### src/rtl/ps2_event_buffer.sv
// PS/2 receive-side event parser with FWFT event FIFO and raw-byte history,
// plus the host-to-device command handshake (ACK wait, timeout, resend).
module ps2_event_buffer #(
  parameter int FIFO_DEPTH  = 8,
  parameter int HIST_BYTES  = 2,
  parameter int ACK_TIMEOUT = 1000000,
  parameter int MAX_RETRY   = 2
) (
  input  logic                          CLOCK_50,
  input  logic                          resetn,
  input  logic [7:0]                    rx_data,
  input  logic                          rx_valid,
  output logic [7:0]                    ev_code,
  output logic                          ev_ext,
  output logic                          ev_break,
  output logic                          ev_valid,
  input  logic                          ev_ready,
  output logic [$clog2(FIFO_DEPTH):0]   fifo_count,
  output logic                          overflow,
  input  logic                          overflow_clr,
  output logic [8*HIST_BYTES-1:0]       history,
  input  logic [7:0]                    cmd_byte,
  input  logic                          cmd_req,
  output logic                          cmd_busy,
  output logic                          cmd_done,
  output logic                          cmd_ok,
  output logic [7:0]                    the_command,
  output logic                          send_command,
  input  logic                          command_was_sent,
  input  logic                          error_communication_timed_out
);

  localparam int AW = $clog2(FIFO_DEPTH);
  localparam int CW = AW + 1;
  localparam int HW = 8 * HIST_BYTES;
  localparam int TW = (ACK_TIMEOUT > 1) ? $clog2(ACK_TIMEOUT + 1) : 1;
  localparam int RW = (MAX_RETRY > 0) ? $clog2(MAX_RETRY + 1) : 1;

  typedef enum logic [1:0] {P_IDLE, P_E0, P_F0, P_E0F0} pstate_e;
  typedef enum logic [2:0] {C_IDLE, C_SEND, C_GAP, C_WAIT, C_END} cstate_e;

  pstate_e         pstate_q, pstate_d;
  logic            push_s;
  logic [9:0]      push_ev_s;
  logic            is_ext_s, is_brk_s;

  logic [9:0]      mem_q [FIFO_DEPTH];
  logic [AW-1:0]   wr_ptr_q, wr_ptr_d, rd_ptr_q, rd_ptr_d;
  logic [CW-1:0]   count_q, count_d;
  logic            overflow_q, overflow_d;
  logic [HW-1:0]   hist_q, hist_d;
  logic            pop_s, full_s, wr_en_s, drop_s;
  logic [9:0]      head_s;

  cstate_e         cstate_q;
  logic [RW-1:0]   retries_q;
  logic [TW-1:0]   timer_q;
  logic [7:0]      the_command_q;
  logic            send_q, busy_q, done_q, ok_q;
  logic            rx_ack_s, rx_resend_s, retry_ok_s, timeout_s;

  // Parser next state: prefixes set flags, FA/FE pass through untouched.
  always_comb begin
    pstate_d  = pstate_q;
    push_s    = 1'b0;
    is_ext_s  = (pstate_q == P_E0) || (pstate_q == P_E0F0);
    is_brk_s  = (pstate_q == P_F0) || (pstate_q == P_E0F0);
    push_ev_s = {is_ext_s, is_brk_s, rx_data};
    if (rx_valid) begin
      case (rx_data)
        8'hFA, 8'hFE: pstate_d = pstate_q;
        8'hE0: begin
          case (pstate_q)
            P_IDLE:         pstate_d = P_E0;
            P_E0, P_E0F0:   pstate_d = pstate_q;
            default: begin
              push_s   = 1'b1;
              pstate_d = P_IDLE;
            end
          endcase
        end
        8'hF0: begin
          case (pstate_q)
            P_IDLE:  pstate_d = P_F0;
            P_E0:    pstate_d = P_E0F0;
            default: pstate_d = pstate_q;
          endcase
        end
        default: begin
          push_s   = 1'b1;
          pstate_d = P_IDLE;
        end
      endcase
    end else begin
      pstate_d = pstate_q;
    end
  end

  // FIFO bookkeeping; a pop frees the slot so a push is taken even when full.
  always_comb begin
    pop_s      = ev_ready && (count_q != '0);
    full_s     = (count_q == CW'(FIFO_DEPTH));
    wr_en_s    = push_s && (!full_s || pop_s);
    drop_s     = push_s && full_s && !pop_s;
    wr_ptr_d   = wr_en_s ? wr_ptr_q + AW'(1) : wr_ptr_q;
    rd_ptr_d   = pop_s ? rd_ptr_q + AW'(1) : rd_ptr_q;
    case ({wr_en_s, pop_s})
      2'b10:   count_d = count_q + CW'(1);
      2'b01:   count_d = count_q - CW'(1);
      default: count_d = count_q;
    endcase
    if (drop_s) begin
      overflow_d = 1'b1;
    end else if (overflow_clr) begin
      overflow_d = 1'b0;
    end else begin
      overflow_d = overflow_q;
    end
    hist_d = hist_q;
    if (rx_valid) begin
      hist_d      = hist_q << 8;
      hist_d[7:0] = rx_data;
    end else begin
      hist_d = hist_q;
    end
  end

  // Parser, FIFO and history registers.
  always_ff @(posedge CLOCK_50 or negedge resetn) begin
    if (!resetn) begin
      pstate_q   <= P_IDLE;
      wr_ptr_q   <= '0;
      rd_ptr_q   <= '0;
      count_q    <= '0;
      overflow_q <= 1'b0;
      hist_q     <= '0;
      for (int i = 0; i < FIFO_DEPTH; i++) mem_q[i] <= '0;
    end else begin
      pstate_q   <= pstate_d;
      wr_ptr_q   <= wr_ptr_d;
      rd_ptr_q   <= rd_ptr_d;
      count_q    <= count_d;
      overflow_q <= overflow_d;
      hist_q     <= hist_d;
      if (wr_en_s) mem_q[wr_ptr_q] <= push_ev_s;
    end
  end

  // Reply decode for the command FSM.
  always_comb begin
    rx_ack_s    = rx_valid && (rx_data == 8'hFA);
    rx_resend_s = rx_valid && (rx_data == 8'hFE);
    retry_ok_s  = (retries_q < RW'(MAX_RETRY));
    timeout_s   = (timer_q == TW'(ACK_TIMEOUT - 1));
  end

  // Command handshake FSM; every output is registered alongside the state.
  always_ff @(posedge CLOCK_50 or negedge resetn) begin
    if (!resetn) begin
      cstate_q      <= C_IDLE;
      retries_q     <= '0;
      timer_q       <= '0;
      the_command_q <= 8'h00;
      send_q        <= 1'b0;
      busy_q        <= 1'b0;
      done_q        <= 1'b0;
      ok_q          <= 1'b0;
    end else begin
      case (cstate_q)
        C_IDLE: begin
          if (cmd_req) begin
            the_command_q <= cmd_byte;
            retries_q     <= '0;
            send_q        <= 1'b1;
            busy_q        <= 1'b1;
            cstate_q      <= C_SEND;
          end
        end
        C_SEND: begin
          if (command_was_sent) begin
            send_q   <= 1'b0;
            timer_q  <= '0;
            cstate_q <= C_WAIT;
          end else if (error_communication_timed_out) begin
            send_q <= 1'b0;
            if (retry_ok_s) begin
              retries_q <= retries_q + RW'(1);
              cstate_q  <= C_GAP;
            end else begin
              done_q   <= 1'b1;
              ok_q     <= 1'b0;
              cstate_q <= C_END;
            end
          end
        end
        C_GAP: begin
          send_q   <= 1'b1;
          cstate_q <= C_SEND;
        end
        C_WAIT: begin
          if (rx_ack_s) begin
            done_q   <= 1'b1;
            ok_q     <= 1'b1;
            cstate_q <= C_END;
          end else if (rx_resend_s || timeout_s) begin
            if (retry_ok_s) begin
              retries_q <= retries_q + RW'(1);
              cstate_q  <= C_GAP;
            end else begin
              done_q   <= 1'b1;
              ok_q     <= 1'b0;
              cstate_q <= C_END;
            end
          end else begin
            timer_q <= timer_q + TW'(1);
          end
        end
        C_END: begin
          done_q   <= 1'b0;
          busy_q   <= 1'b0;
          cstate_q <= C_IDLE;
        end
        default: begin
          send_q   <= 1'b0;
          busy_q   <= 1'b0;
          done_q   <= 1'b0;
          cstate_q <= C_IDLE;
        end
      endcase
    end
  end

  assign head_s       = mem_q[rd_ptr_q];
  assign ev_code      = head_s[7:0];
  assign ev_break     = head_s[8];
  assign ev_ext       = head_s[9];
  assign ev_valid     = (count_q != '0);
  assign fifo_count   = count_q;
  assign overflow     = overflow_q;
  assign history      = hist_q;
  assign cmd_busy     = busy_q;
  assign cmd_done     = done_q;
  assign cmd_ok       = ok_q;
  assign the_command  = the_command_q;
  assign send_command = send_q;

endmodule

### config.mk
export PLATFORM = sky130hd
export DESIGN_NAME = ps2_event_buffer
export DESIGN_NICKNAME = d
export VERILOG_FILES = /design/src/rtl/ps2_event_buffer.sv
export SDC_FILE = /design/constraint.sdc
export NUM_CORES = 1
export LEC_CHECK = 0
export ABC_AREA = 1
export CORE_MARGIN = 4
export CORE_UTILIZATION = 55
export DETAILED_ROUTE_END_ITERATION = 12
export DONT_BUFFER_PORTS = 1
export PLACE_DENSITY = 0.7
export RECOVER_POWER = 25
export SLEW_MARGIN = 30
export SYNTH_ARGS = -nofsm -noshare
export SYNTH_HDL_FRONTEND = slang
export SYNTH_SLANG_ARGS = --single-unit
### constraint.sdc
create_clock -name CLOCK_50 -period 3.8 [get_ports CLOCK_50]
set_input_delay 0.76 -clock CLOCK_50 [delete_from_list [all_inputs] [get_ports CLOCK_50]]
set_output_delay 0.76 -clock CLOCK_50 [all_outputs]
set_load 0.01 [all_outputs]
==> flow_summary.ini <==
[synth]
synthCells = 1024
synth.top_cell.area_share_pct = 46.11
yosys_warnings = 0
syn-num-nets = 1054
synth_cell_types = 34
avgSynthCellArea_um2 = 7.738
yosys.cell_count.top_type = nand2_1
synth_area_leaders = dfrtp_1, nand2_1, nand4_1, nor2_1, o21ai_0
async_reset_ff_share_pct = 100.0
ys_ff_latch = 146
synth_top_area_cell = dfrtp_1
syn-cell-area_um2 = 7924
synth_flop_cell = dfrtp_1
ys_seq_area_share_pct = 46.11
synth_edf_count = 0
synth_common_cells = nand2_1, dfrtp_1, nor2_1

[detailed_routing]
ant_nets = 0
drc = 0
wl_per_cell_um = 16.83
drt-pass1-iter-count = 5
num_vias = 6807
viasPerCell = 5.769
routed_wl_um = 19860
detailedRoute.firstIterationViolations = 566

[floorplanning]
die-area_um2 = 16390
fp.dieW_um = 128.0
core-area_um2 = 13990
boundaryPins = 68
initial_utilization_pct = 56.65
fp-row-count = 43
die_h_um = 128.0

[run_status]
status = complete, no violations

[placed_design]
gp_congestion = 0.8290
portBuffers = 0
dp_cells = 1148
dp.final_hpwl_um = 12430

[clock_network]
post_cts_buffers = 0
cts.sinks = 146
cts_inserted_buffers = 17
cts_tree = yes
clk_pin_slew_ps = 60
htree_num_levels = 4
clockBufferDepth = 2
cts_resized = 0
cts_hold_buffers = 0
cts_root_buffer = clkbuf_16
clock_latency_ps = 420

[worst_setup_path]
end_kind = primary output
timing.rr.start = fifo_count[1]$_DFFE_PN0P_
r2r_cells = 11
worstSetupPathType = reg -> out
worstPathRequired_ps = 3040
rrSetupSlack_ps = 1210
reg2reg_to = fifo_count[2]$_DFFE_PN0P_
crit_arrival_ps = 2060
crit_path_max_fanout = 22
start_kind = register

[grt]
grt_max_degree = 147
top_usage_layer = met2
grt_usage_pct = 25.29
grt_util_met3_pct = 4.583
grt_pass1_vias = 6249
grt_use_met2_pct = 39.56
grt_antenna_before_repair = 0
grt_overflow = 0
grt_pass1_wl_um = 32890
grtUsageMet1_pct = 35.26

[layout]
fillers = 1230
syn_to_final_growth_pct = 7.800
final_cells = 1180
antenna_cells = 0
finalNetCount = 1017
final_layout_size_suffix_gt1_share_pct = 7.800
ff_latch_area_um2 = 3654
multiInputGateArea_um2 = 3755

[sta]
finalCritPeriodShare_pct = 74.25
finalSetupTns_ps = 0
rsz0062_at_grt = false
tightest_slew_ps = 1023
max_freq_mhz = 354.4
setup_viol = 0
slew_headroom_pct = 31.54
clock_skew_ps = 5.224
fin_crit_ps = 2822
hold_viol = 0
maxSlewViolCount = 0

[job]
cap_violations = 0

[pwr]
power_leakage_uw = 0.004179
ir_drop_mv = 0.6505
powerDensity_nw_per_um2 = 765.2
totalPowerFinal_uw = 6537

[hold_path]
hold_class = in -> async
==> power by group <==
group          total [uW]  switching (uW)  leakage [uW]  internal [uW]
Sequential           2410             380       0.00188           2030
Combinational        2230            1550       0.00197            682
Clock                1890             639      0.000333           1250
Total                6540            2570       0.00418           3960
==> cell usage in the layout, fill, tap and decap left out, types with 2 or more instances in the layout <==
cell | synthesis | final
xnor2_1 | 3 | 3
nand3_1 | 41 | 41
clkbuf_16 | 0 | 17
nand2_1 | 365 | 364
nand3_4 | 2 | 2
clkinv_2 | 0 | 3
buf_4 | 9 | 5
ha_1 | 6 | 6
a21oi_1 | 7 | 7
clkbuf_8 | 0 | 5
o21ai_1 | 2 | 2
nor3b_1 | 3 | 3
o21ai_0 | 46 | 46
xor2_1 | 15 | 15
nor2_1 | 139 | 136
nand4_4 | 8 | 8
nand2_4 | 2 | 2
nor2_4 | 3 | 3
nor2_2 | 4 | 7
inv_2 | 8 | 8
dfrtp_1 | 146 | 146
bufinv_16 | 0 | 5
inv_1 | 41 | 41
o32ai_1 | 20 | 20
nand2_2 | 5 | 6
or2_2 | 3 | 3
nand4_1 | 86 | 86
==> metal layers <==
layer / wire, um / part of all wire [%]
met1: 8837 / 44
met2: 9263 / 47
met3: 1209 / 6.1
met4: 553 / 2.8
met5: 0 / 0
==> area by class of cell <==
class                           instances  share of cell area [%]
Clock inverter                          9                   2.036
Tap cell                              180                   2.637
Timing Repair Buffer                    6                  0.5713
Clock buffer                           23                   5.830
Inverter                               50                   2.197
Multi-Input combinational cell        766                   43.96
Sequential cell                       146                   42.77
==> cell families (layout without fill, tap and decap cells) <==
family	count (synthesis)	in the layout	share of synthesized area (%)
DFF	146	146	46.11
xor gates and xnor gates	18	18	1.990
AOI/OAI and AO/OA	78	78	5.969
and+or+nand+nor	664	664	38.35
buffers and inverters	112	88	6.632
adders and majority gates	6	6	0.9474
==> critical path, cell delays in order, from the launching register on <==
cell and delay (ps):
dfrtp_1 370, inv_1 260, buf_4 340, nor2_1 70, o32ai_1 330, nand2_1 90, nand2_1 160
==> sequential cells by signal, summed over array words and instances, names as in the netlist <==
register / count
mem_q: 80
timer_q: 20
history: 16
the_command: 8
fifo_count: 4
cstate_q: 3
rd_ptr_q: 3
wr_ptr_q: 3
pstate_q: 2
retries_q: 2
cmd_busy: 1
cmd_done: 1
cmd_ok: 1
overflow: 1
send_command: 1
==> stage by stage <==
step / worst slack, ps / hold slack, ps / cell area, um^2 / util, %
after global routing: 816.9 / 14.79 / 8542 / 61.06
after global placement: 1061 / 449.9 / 7859 / 56.18
after CTS: 972.5 / 16.73 / 8531 / 60.98
final: 978.3 / 31.98 / 8542 / 61.06
after detailed placement: 976.5 / 453.5 / 7859 / 56.18
after floorplan: 983.5 / 436.6 / 7924 / -
==> how the worst max path moves through the flow <==
stage / from / end / slack (ps) / cells after the start
2_1_floorplan: rx_data[7] / fifo_count[2]$_DFFE_PN0P_ / 980 / 15
3_3_place_gp: rx_data[7] / fifo_count[2]$_DFFE_PN0P_ / 1060 / 14
3_5_place_dp: rx_data[7] / fifo_count[2]$_DFFE_PN0P_ / 980 / 14
4_1_cts: rd_ptr_q[0]$_DFFE_PN0P_ / ev_code[6] / 970 / 6
5_1_grt: rd_ptr_q[0]$_DFFE_PN0P_ / ev_code[6] / 820 / 6
6_report: rd_ptr_q[0]$_DFFE_PN0P_ / ev_code[6] / 980 / 6
Note: power is estimated with default switching activity, not from simulation.
